<file path="src/rtl/strobe_merge_pkg.sv">
// -----------------------------------------------------------------------------
// strobe_merge_pkg
//   Shared constants and helpers for the strobe_merge block.
//   - N_CH_DEF / DEPTH_DEF : default channel count and per-channel pending depth
//   - DROP_W               : width of the saturating drop counter
//   - DROP_INC_W           : width of a per-cycle drop increment (up to 16 drops)
//   - sat_add()            : saturating add of a small increment to a DROP_W value
// -----------------------------------------------------------------------------
package strobe_merge_pkg;

  localparam int N_CH_DEF   = 4;
  localparam int DEPTH_DEF  = 7;
  localparam int DROP_W     = 16;
  localparam int DROP_INC_W = 5;

  // Adds b to a, clamping at all-ones instead of wrapping.
  function automatic logic [DROP_W-1:0] sat_add(
    input logic [DROP_W-1:0]     a,
    input logic [DROP_INC_W-1:0] b
  );
    logic [DROP_W:0] s;
    s = {1'b0, a} + (DROP_W+1)'(b);
    sat_add = s[DROP_W] ? {DROP_W{1'b1}} : s[DROP_W-1:0];
  endfunction

endpackage

</file>
<file path="src/rtl/strobe_merge_rr_arb.sv">
// -----------------------------------------------------------------------------
// strobe_merge_rr_arb
//   Purely combinational round-robin search. The search starts at last+1
//   (mod N) and wraps, so the previously granted channel has lowest priority.
//   Ports:
//     req     [N]   : channels with pending events
//     last    [IW]  : index of the most recent grant
//     gnt_vld       : at least one request present
//     gnt_idx [IW]  : selected channel (0 when gnt_vld is low)
// -----------------------------------------------------------------------------
module strobe_merge_rr_arb #(
  parameter  int N  = 4,
  localparam int IW = $clog2(N)
) (
  input  logic [N-1:0]  req,
  input  logic [IW-1:0] last,
  output logic          gnt_vld,
  output logic [IW-1:0] gnt_idx
);

  always_comb begin
    logic [IW-1:0] p;
    gnt_vld = 1'b0;
    gnt_idx = '0;
    p       = '0;
    // k = 1..N visits last+1 .. last+N (the last one is 'last' itself);
    // the first hit wins.
    for (int k = 1; k <= N; k++) begin
      p = IW'((int'(last) + k) % N);
      if (!gnt_vld && req[p]) begin
        gnt_vld = 1'b1;
        gnt_idx = p;
      end
    end
  end

endmodule

</file>
<file path="src/rtl/strobe_merge.sv">
// -----------------------------------------------------------------------------
// strobe_merge
//   Merges N_CH one-cycle strobe channels into a single stallable strobe
//   stream. Each channel buffers up to DEPTH pending events in a counter; a
//   round-robin arbiter moves one event per cycle into a one-entry output
//   register. Strobes arriving at a full channel are dropped and counted.
//
//   Optional feature (macro STROBE_MERGE_CHID_EN): adds output out_chid with
//   the channel index of the presented entry.
//
//   Ports:
//     dest_clk      : clock, rising edge
//     dest_reset_n  : asynchronous active-low reset
//     in_strobe[N]  : per-channel event pulse
//     in_stall[N]   : channel full; a strobe this cycle is refused
//     out_strobe    : merged event presented
//     out_stall     : downstream refuses the presented event
//     drop_count    : saturating count of refused strobes
//     out_chid      : (STROBE_MERGE_CHID_EN only) source channel of the entry
// -----------------------------------------------------------------------------
module strobe_merge
  import strobe_merge_pkg::*;
#(
  parameter  int N_CH  = N_CH_DEF,
  parameter  int DEPTH = DEPTH_DEF,
  localparam int CNT_W = $clog2(DEPTH+1),
  localparam int CH_W  = $clog2(N_CH)
) (
  input  logic              dest_clk,
  input  logic              dest_reset_n,
  input  logic [N_CH-1:0]   in_strobe,
  output logic [N_CH-1:0]   in_stall,
  output logic              out_strobe,
  input  logic              out_stall,
  output logic [DROP_W-1:0] drop_count
`ifdef STROBE_MERGE_CHID_EN
  ,
  output logic [CH_W-1:0]   out_chid
`endif
);

  logic [N_CH-1:0][CNT_W-1:0] cnt_q, cnt_d;
  logic [DROP_W-1:0]          drop_count_q, drop_count_d;
  logic                       out_vld_q, out_vld_d;
  logic [CH_W-1:0]            last_grant_q, last_grant_d;

  logic [N_CH-1:0]            req, acc, drop;
  logic                       xfer, load_ok, grant;
  logic                       gnt_vld;
  logic [CH_W-1:0]            gnt_idx;
  logic [DROP_INC_W-1:0]      n_drop;

  // Full flag comes straight from the registered counter so upstream sees no
  // combinational path; a grant in the same cycle does not free the slot yet.
  always_comb begin
    for (int i = 0; i < N_CH; i++) begin
      in_stall[i] = (cnt_q[i] == CNT_W'(DEPTH));
      req[i]      = (cnt_q[i] != '0);
    end
  end

  assign acc  = in_strobe & ~in_stall;
  assign drop = in_strobe &  in_stall;

  assign out_strobe = out_vld_q;
  assign drop_count = drop_count_q;

  // The entry can take a new event when empty or when it leaves this cycle.
  assign xfer    = out_vld_q && !out_stall;
  assign load_ok = !out_vld_q || xfer;

  strobe_merge_rr_arb #(.N(N_CH)) u_arb (
    .req     (req),
    .last    (last_grant_q),
    .gnt_vld (gnt_vld),
    .gnt_idx (gnt_idx)
  );

  assign grant = gnt_vld && load_ok;

  // Per-channel counters: accept and grant together cancel out.
  always_comb begin
    logic gi;
    cnt_d = cnt_q;
    gi    = 1'b0;
    for (int i = 0; i < N_CH; i++) begin
      gi = grant && (gnt_idx == CH_W'(i));
      if (acc[i] && !gi)
        cnt_d[i] = cnt_q[i] + CNT_W'(1);
      else if (!acc[i] && gi)
        cnt_d[i] = cnt_q[i] - CNT_W'(1);
    end
  end

  // Drops from several channels in one cycle are summed before the add.
  always_comb begin
    n_drop = '0;
    for (int i = 0; i < N_CH; i++)
      n_drop = n_drop + DROP_INC_W'(drop[i]);
    drop_count_d = sat_add(drop_count_q, n_drop);
  end

  // Output entry: reloads only when free; otherwise held while stalled.
  always_comb begin
    out_vld_d    = out_vld_q;
    last_grant_d = last_grant_q;
    if (load_ok)
      out_vld_d = grant;
    if (grant)
      last_grant_d = gnt_idx;
  end

  always_ff @(posedge dest_clk or negedge dest_reset_n) begin
    if (!dest_reset_n) begin
      cnt_q        <= '0;
      drop_count_q <= '0;
      out_vld_q    <= 1'b0;
      last_grant_q <= CH_W'(N_CH-1);
    end else begin
      cnt_q        <= cnt_d;
      drop_count_q <= drop_count_d;
      out_vld_q    <= out_vld_d;
      last_grant_q <= last_grant_d;
    end
  end

`ifdef STROBE_MERGE_CHID_EN
  logic [CH_W-1:0] out_chid_q, out_chid_d;

  // Loads together with the entry, so it is held while out_stall is high.
  always_comb begin
    out_chid_d = out_chid_q;
    if (grant)
      out_chid_d = gnt_idx;
  end

  always_ff @(posedge dest_clk or negedge dest_reset_n) begin
    if (!dest_reset_n)
      out_chid_q <= '0;
    else
      out_chid_q <= out_chid_d;
  end

  assign out_chid = out_chid_q;
`endif

endmodule

</file>
<file path="config.mk">
export PLATFORM = sky130hd
export DESIGN_NAME = strobe_merge
export DESIGN_NICKNAME = d
export VERILOG_FILES = /design/src/rtl/strobe_merge_pkg.sv /design/src/rtl/strobe_merge_rr_arb.sv /design/src/rtl/strobe_merge.sv
export SDC_FILE = /design/constraint.sdc
export NUM_CORES = 1
export LEC_CHECK = 0
export CORE_MARGIN = 4
export CORE_UTILIZATION = 53
export CTS_CLUSTER_DIAMETER = 80
export DETAILED_ROUTE_END_ITERATION = 8
export PLACE_DENSITY = 0.79
export SKIP_LAST_GASP = 1
export SLEW_MARGIN = 25
export SYNTH_ARGS = -nofsm -noshare
export SYNTH_HDL_FRONTEND = slang
export SYNTH_SLANG_ARGS = --single-unit
</file>
<file path="constraint.sdc">
create_clock -name dest_clk -period 4.04 [get_ports dest_clk]
set_input_delay 0.606 -clock dest_clk [delete_from_list [all_inputs] [get_ports dest_clk]]
set_output_delay 0.606 -clock dest_clk [all_outputs]
set_load 0.005 [all_outputs]
</file>
# == Word-level counts from Yosys, hierarchy flattened ==
# Cells that the tools add are included.
# word_totals
register_bits,31
out_inout_bits,21
in_bits,7
# classes
eq_ne,7
reduce_logical,40
magnitude_cmp,4
n_mux,25
bitwise_logic,3
n_addsub,16
# ops
cell,n
two-way mux 3 bit,8
adder 16 x 4 -> 17 bit,1
logical AND 1 bit,17
two-way mux 16 bit,1
zero test 1 bit,13
adder 3 x 1 -> 3 bit (second input constant),4
== test 3 bit (second input constant),4
< comparator 2 x 3 -> 1 bit (second input constant),4
nonzero test 3 bit,4
subtractor 3 x 1 -> 3 bit (second input constant),4
AND 4 bit,2
binary-select mux 1 bit (select 2 bit),4
two-way mux 1 bit,8
two-way mux 2 bit,4
nonzero test 2 bit,4
adder 2 x 1 -> 2 bit (second input constant),2
adder 2 bit (second input constant),2
adder 3 x 1 -> 4 bit,1
== test 2 bit (second input constant),2
NOT 4 bit,1
adder 2 x 1 -> 3 bit,1
adder 1 x 1 -> 2 bit,1
== test 2 x 1 -> 1 bit (second input constant),1
zero test 2 bit,1
logical OR 1 bit,1

# == Logic depth before layout (Yosys ltp) ==
# depth
word_depth,18
mapped_depth,11
depth_no_buf,11

# == Modules after synthesis ==
# A second synthesis with hierarchy kept.
# hier_totals
hier_cells,171
hier_area_um2,1820.5
# modules_own_cells
mod,cells_per_inst,area_per_inst_um2,n_inst
strobe_merge,157,1729.2,1
strobe_merge_rr_arb,14,91.3,1

# == Least setup slack after synthesis ==
# OpenSTA, ideal clock, no wires.
# synth_path
path_type,register to register
startpoint,register cnt_q[0] in the netlist's numbering
endpoint,register drop_count_q[12] (netlist: drop_count[12])
stages_incl_launch_ff,11
synth_period_minus_slack_ps,2861
setup_ps,125
arrival_time_ps,2736
setup_slack_ps,1179
t_required_ps,3915
cell_sequence,dfrtp_1 -> and3_1 -> nand2_1 -> fa_1 -> fa_1 -> inv_1 -> fa_1 -> nand2_1 -> nor3b_4 -> nand4_1 -> mux2_4
# synth_between
elab_chain_cells,7
# synth_rtl
element,line_no,text
from (decl),strobe_merge.sv:42,"logic [N_CH-1:0][CNT_W-1:0] cnt_q, cnt_d;"
from (signal assigned),strobe_merge.sv:120,cnt_q <= cnt_d;
== test 3 bit,strobe_merge.sv:57,in_stall[i] = (cnt_q[i] == CNT_W'(DEPTH));
named net in_stall[0],strobe_merge.sv:32,"output logic [N_CH-1:0] in_stall,"
AND 4 bit,strobe_merge.sv:63,assign drop = in_strobe & in_stall;
adder 1 x 1 -> 2 bit,strobe_merge.sv:99,n_drop = n_drop + DROP_INC_W'(drop[i]);
adder 2 x 1 -> 3 bit,strobe_merge.sv:99,
adder 3 x 1 -> 4 bit,strobe_merge.sv:99,
adder 16 x 4 -> 17 bit,strobe_merge_pkg.sv:22,"s = {1'b0, a} + (DROP_W+1)'(b);"
two-way mux 16 bit,strobe_merge_pkg.sv:23,sat_add = s[DROP_W] ? {DROP_W{1'b1}} : s[DROP_W-1:0];
named net drop_count_d[12],strobe_merge.sv:43,"logic [DROP_W-1:0] drop_count_q, drop_count_d;"
to (signal assigned),strobe_merge.sv:121,drop_count_q <= drop_count_d;
to (decl),strobe_merge.sv:43,
# The timed path passes the listed nets, and every way through them passes these cells.
# A chain may end at the register's enable or synchronous reset.

# == Final worst setup path ==
# layout_path
startpoint,input port in_strobe[0]
endpoint,register drop_count_q[11] (netlist: drop_count[11])
# layout_between
elab_chain_cells,6
# layout_rtl
element,line_no,text
from (decl),strobe_merge.sv:31,"input logic [N_CH-1:0] in_strobe,"
AND 4 bit,strobe_merge.sv:63,
adder 1 x 1 -> 2 bit,strobe_merge.sv:99,
adder 2 x 1 -> 3 bit,strobe_merge.sv:99,
adder 3 x 1 -> 4 bit,strobe_merge.sv:99,
adder 16 x 4 -> 17 bit,strobe_merge_pkg.sv:22,
two-way mux 16 bit,strobe_merge_pkg.sv:23,
named net drop_count_d[11],strobe_merge.sv:43,
# The timed path passes the listed nets, and every way through them passes these cells.

==> results by group <==
Outcome
  • Run status: completed

Timing
  • Final setup margin: ~0.85 ns
  • Max-slew violation count: 0
  • Hold Slack: about 0.50 ns
  • Slew margin rel.: 0.693
  • Final hold vios: 0
  • Setup TNS: 0 ns
  • Final Setup Violations: 0
  • Worst Max-Slew Pin Slew: between 0.4 and 0.5 ns
  • RSZ-0062 raised after global routing: no
  • Post-route minimum period: ~3.2 ns
  • Fin crit share: 0.789
  • FMAX: between 300 and 400 MHz
  • Setup Skew: around 0.0012 ns

Floorplanning
  • Ports: 28
  • Die Y: 65.6 um
  • Rows: 20
  • DIE AREA: about 0.0043 sq mm
  • Core area: 0.00310 sq mm
  • Initial Util: 0.567
  • Die W: 65.6 um

Routing
  • Post-route ant nets: 0
  • Wirelength per Cell: between 10 and 15 um
  • Drt pass-1 iters: 4
  • Routed vias/inst: ~5.3
  • Vias: 1312
  • DRC errors left: 0
  • Final wirelength: roughly 3.4 mm
  • DR iter-0 viols: 95

Worst setup path
  • Startpoint Class: input pin
  • Critical path cell sequence: clkdlybuf4s50_1, nand2_1, fa_1, fa_1, inv_1, fa_1, nand2_1, nor3b_4, nand2_1, nand3_1, o21a_1
  • Crit Path Category: input pin to flip-flop
  • Worst setup startpoint: in_strobe[0]
  • Worst Setup End Kind: flip-flop
  • CP Buf/Inv Count: 2
  • Largest stage delay, worst path: a little under 0.5 ns
  • Reg2reg start: cnt_q[0]
  • Worst EP arrival: approximately 3.5 ns
  • Largest delay share family, worst path: adder cells
  • Crit-path max FO: 12
  • Crit path required time: around 4.3 ns
  • Worst path slowest cell: fa_1

Clock network
  • Post_cts resized: 0
  • Clk buf depth: 2
  • TritonCTS buffer count: 5
  • Root Buffer: clkbuf_4
  • CTS Sinks: 31
  • CTS Hold Buffers Added: 0
  • Post-CTS setup buffer count: 0
  • Clk slew on worst S/H paths: roughly 0.090 ns
  • H-tree depth: 2
  • CTS tree: done
  • Clk_lat worst skew: 0.33 ns

Placement
  • Pre-CTS WS: 0.474 ns
  • Hpwl dp: approximately 2.7 mm
  • GP Congestion: roughly 0.83
  • Area post-placement: roughly 0.0021 sq mm
  • # port buffers: 27
  • Placed insts: 238

Synthesis
  • Count leader, synth: dfrtp_1
  • Post-synth top area share: 0.413
  • Syn. warnings: 0
  • Ranking of synthesized cells by area: dfrtp_1 41%, fa_1 8.0%, xor2_1 6.0%, nand2_1 5.1%, mux2_2 3.8%
  • Asr flop ratio synth: 1.00
  • Top_reg_cell synth: dfrtp_1
  • Sequential share of the synthesized area: 0.442
  • Top cells by count, synth: 29 x dfrtp_1, 24 x nand2_1, 12 x xor2_1
  • Yosys top cell by area: dfrtp_1
  • Post-Synthesis Net Count: ~190
  • Avg Inst Size Synth: ~11 sq um
  • Mapped Area: about 0.0018 sq mm
  • Library cells used by synthesis: 33
  • EDFF count, synth: 0
  • Register bit total from synthesis: 31
  • Cells after Synth: roughly 170

GRT
  • GRT met1 Usage: 0.233
  • Met3 usage: 0.0803
  • Met2 Use GR: 0.292
  • Busiest grt layer: met2
  • Vias in the first global route: between 1000 and 1500
  • Largest net degree at the start of global routing: 32
  • Grt total ovfl: 0
  • First-pass GRT wire length: just over 6 mm
  • GRT Total Usage: 0.187
  • Initial antenna violation count: 0

Final layout
  • Final core occ: 0.695
  • Area Growth Syn to Fin: 22.5%
  • Design area: ~0.0022 sq mm
  • Nets: 220
  • Final cell count without fillers: roughly 250
  • Share of layout cells above drive strength 1: 0.109
  • Diodes inserted: 0

Hold path
  • Hold Path Origin: cnt_q[11]
  • Worst Hold Class: flip-flop to flip-flop

Run
  • Max-cap violation count: 0

Pwr
  • VDD IR-drop max: 0.000382 V
  • Leakage: 0.975 nW
  • Power density over the cells: 680 mW/mm^2
  • Total power: 1.47 mW
-- final cells by class --
type	count	area, sq um
inverters	8	30.0
clock buffers	8	68.8
well taps	44	55.1
flip-flops and latches	31	778
fillers	249	947
multi-input cells	127	946
repair buffers	28	278
-- worst reg2reg max path: stages, from the launching register on --
cell and delay (ns):
dfrtp_1 0.45, and3_1 0.23, nand2_1 0.09, fa_1 0.49
fa_1 0.45, inv_1 0.08, fa_1 0.22, nand2_1 0.12
nor3b_4 0.34, nand2_1 0.32, nand3_1 0.17, o21a_1 0.12
-- power by group --
part	switching, mW	internal [mW]	total [mW]
clock	0.106	0.102	0.208
sequential	0.132	0.431	0.563
combinational	0.317	0.377	0.694
-- worst paths after layout --
check	slack (ns)	endpoint	cells after the start
setup / recovery	0.85	drop_count[11]	11
hold / removal	0.50	cnt_q[11]	1
setup reg to reg	0.90	drop_count[11]	11
hold reg to reg	0.50	cnt_q[11]	1
max in group asynchronous	3.08	last_grant_q[1]	2
min in group asynchronous	0.65	cnt_q[0]	2
-- metal layers --
metal	vias up	share of wire
met5	-	0
met4	0	0.0096
met3	6	0.055
met2	35	0.49
met1	638	0.45
li1	633	-
-- cells in the final DEF, fill, tap and decap left out, drive strengths merged, types with 2 or more instances in the layout --
cell	count
nand3	6
nor2	11
nor3	4
inv	8
nor2b	6
dfstp	2
xor2	12
and3	8
o21ai	5
clkbuf	8
ha	5
clkdlybuf4s50	27
mux2	8
a21oi	4
nand4	2
nand2b	5
a31oi	2
o21a	2
fa	7
dfrtp	29
nand2	24
a21o	2
xnor2	7
-- sequential cells by signal, summed over array words and instances (netlist names) --
| register | count |
|---|---|
| out_strobe | 1 |
| last_grant_q | 2 |
| drop_count | 16 |
| cnt_q | 12 |
-- cells by family (layout without fill, tap and decap cells) --
kind of cell / Yosys count / in the layout / share of synthesized area
buffers and inverters: 9 / 44 / 0.0199
xor gates and xnor gates: 19 / 19 / 0.0946
DFF: 31 / 31 / 0.442
adders and majority gates: 12 / 12 / 0.115
AOI/OAI and AO/OA: 19 / 19 / 0.0711
and+or+nand+nor: 68 / 68 / 0.198
muxes: 9 / 9 / 0.0590
Power figures use the tool's default switching activity.
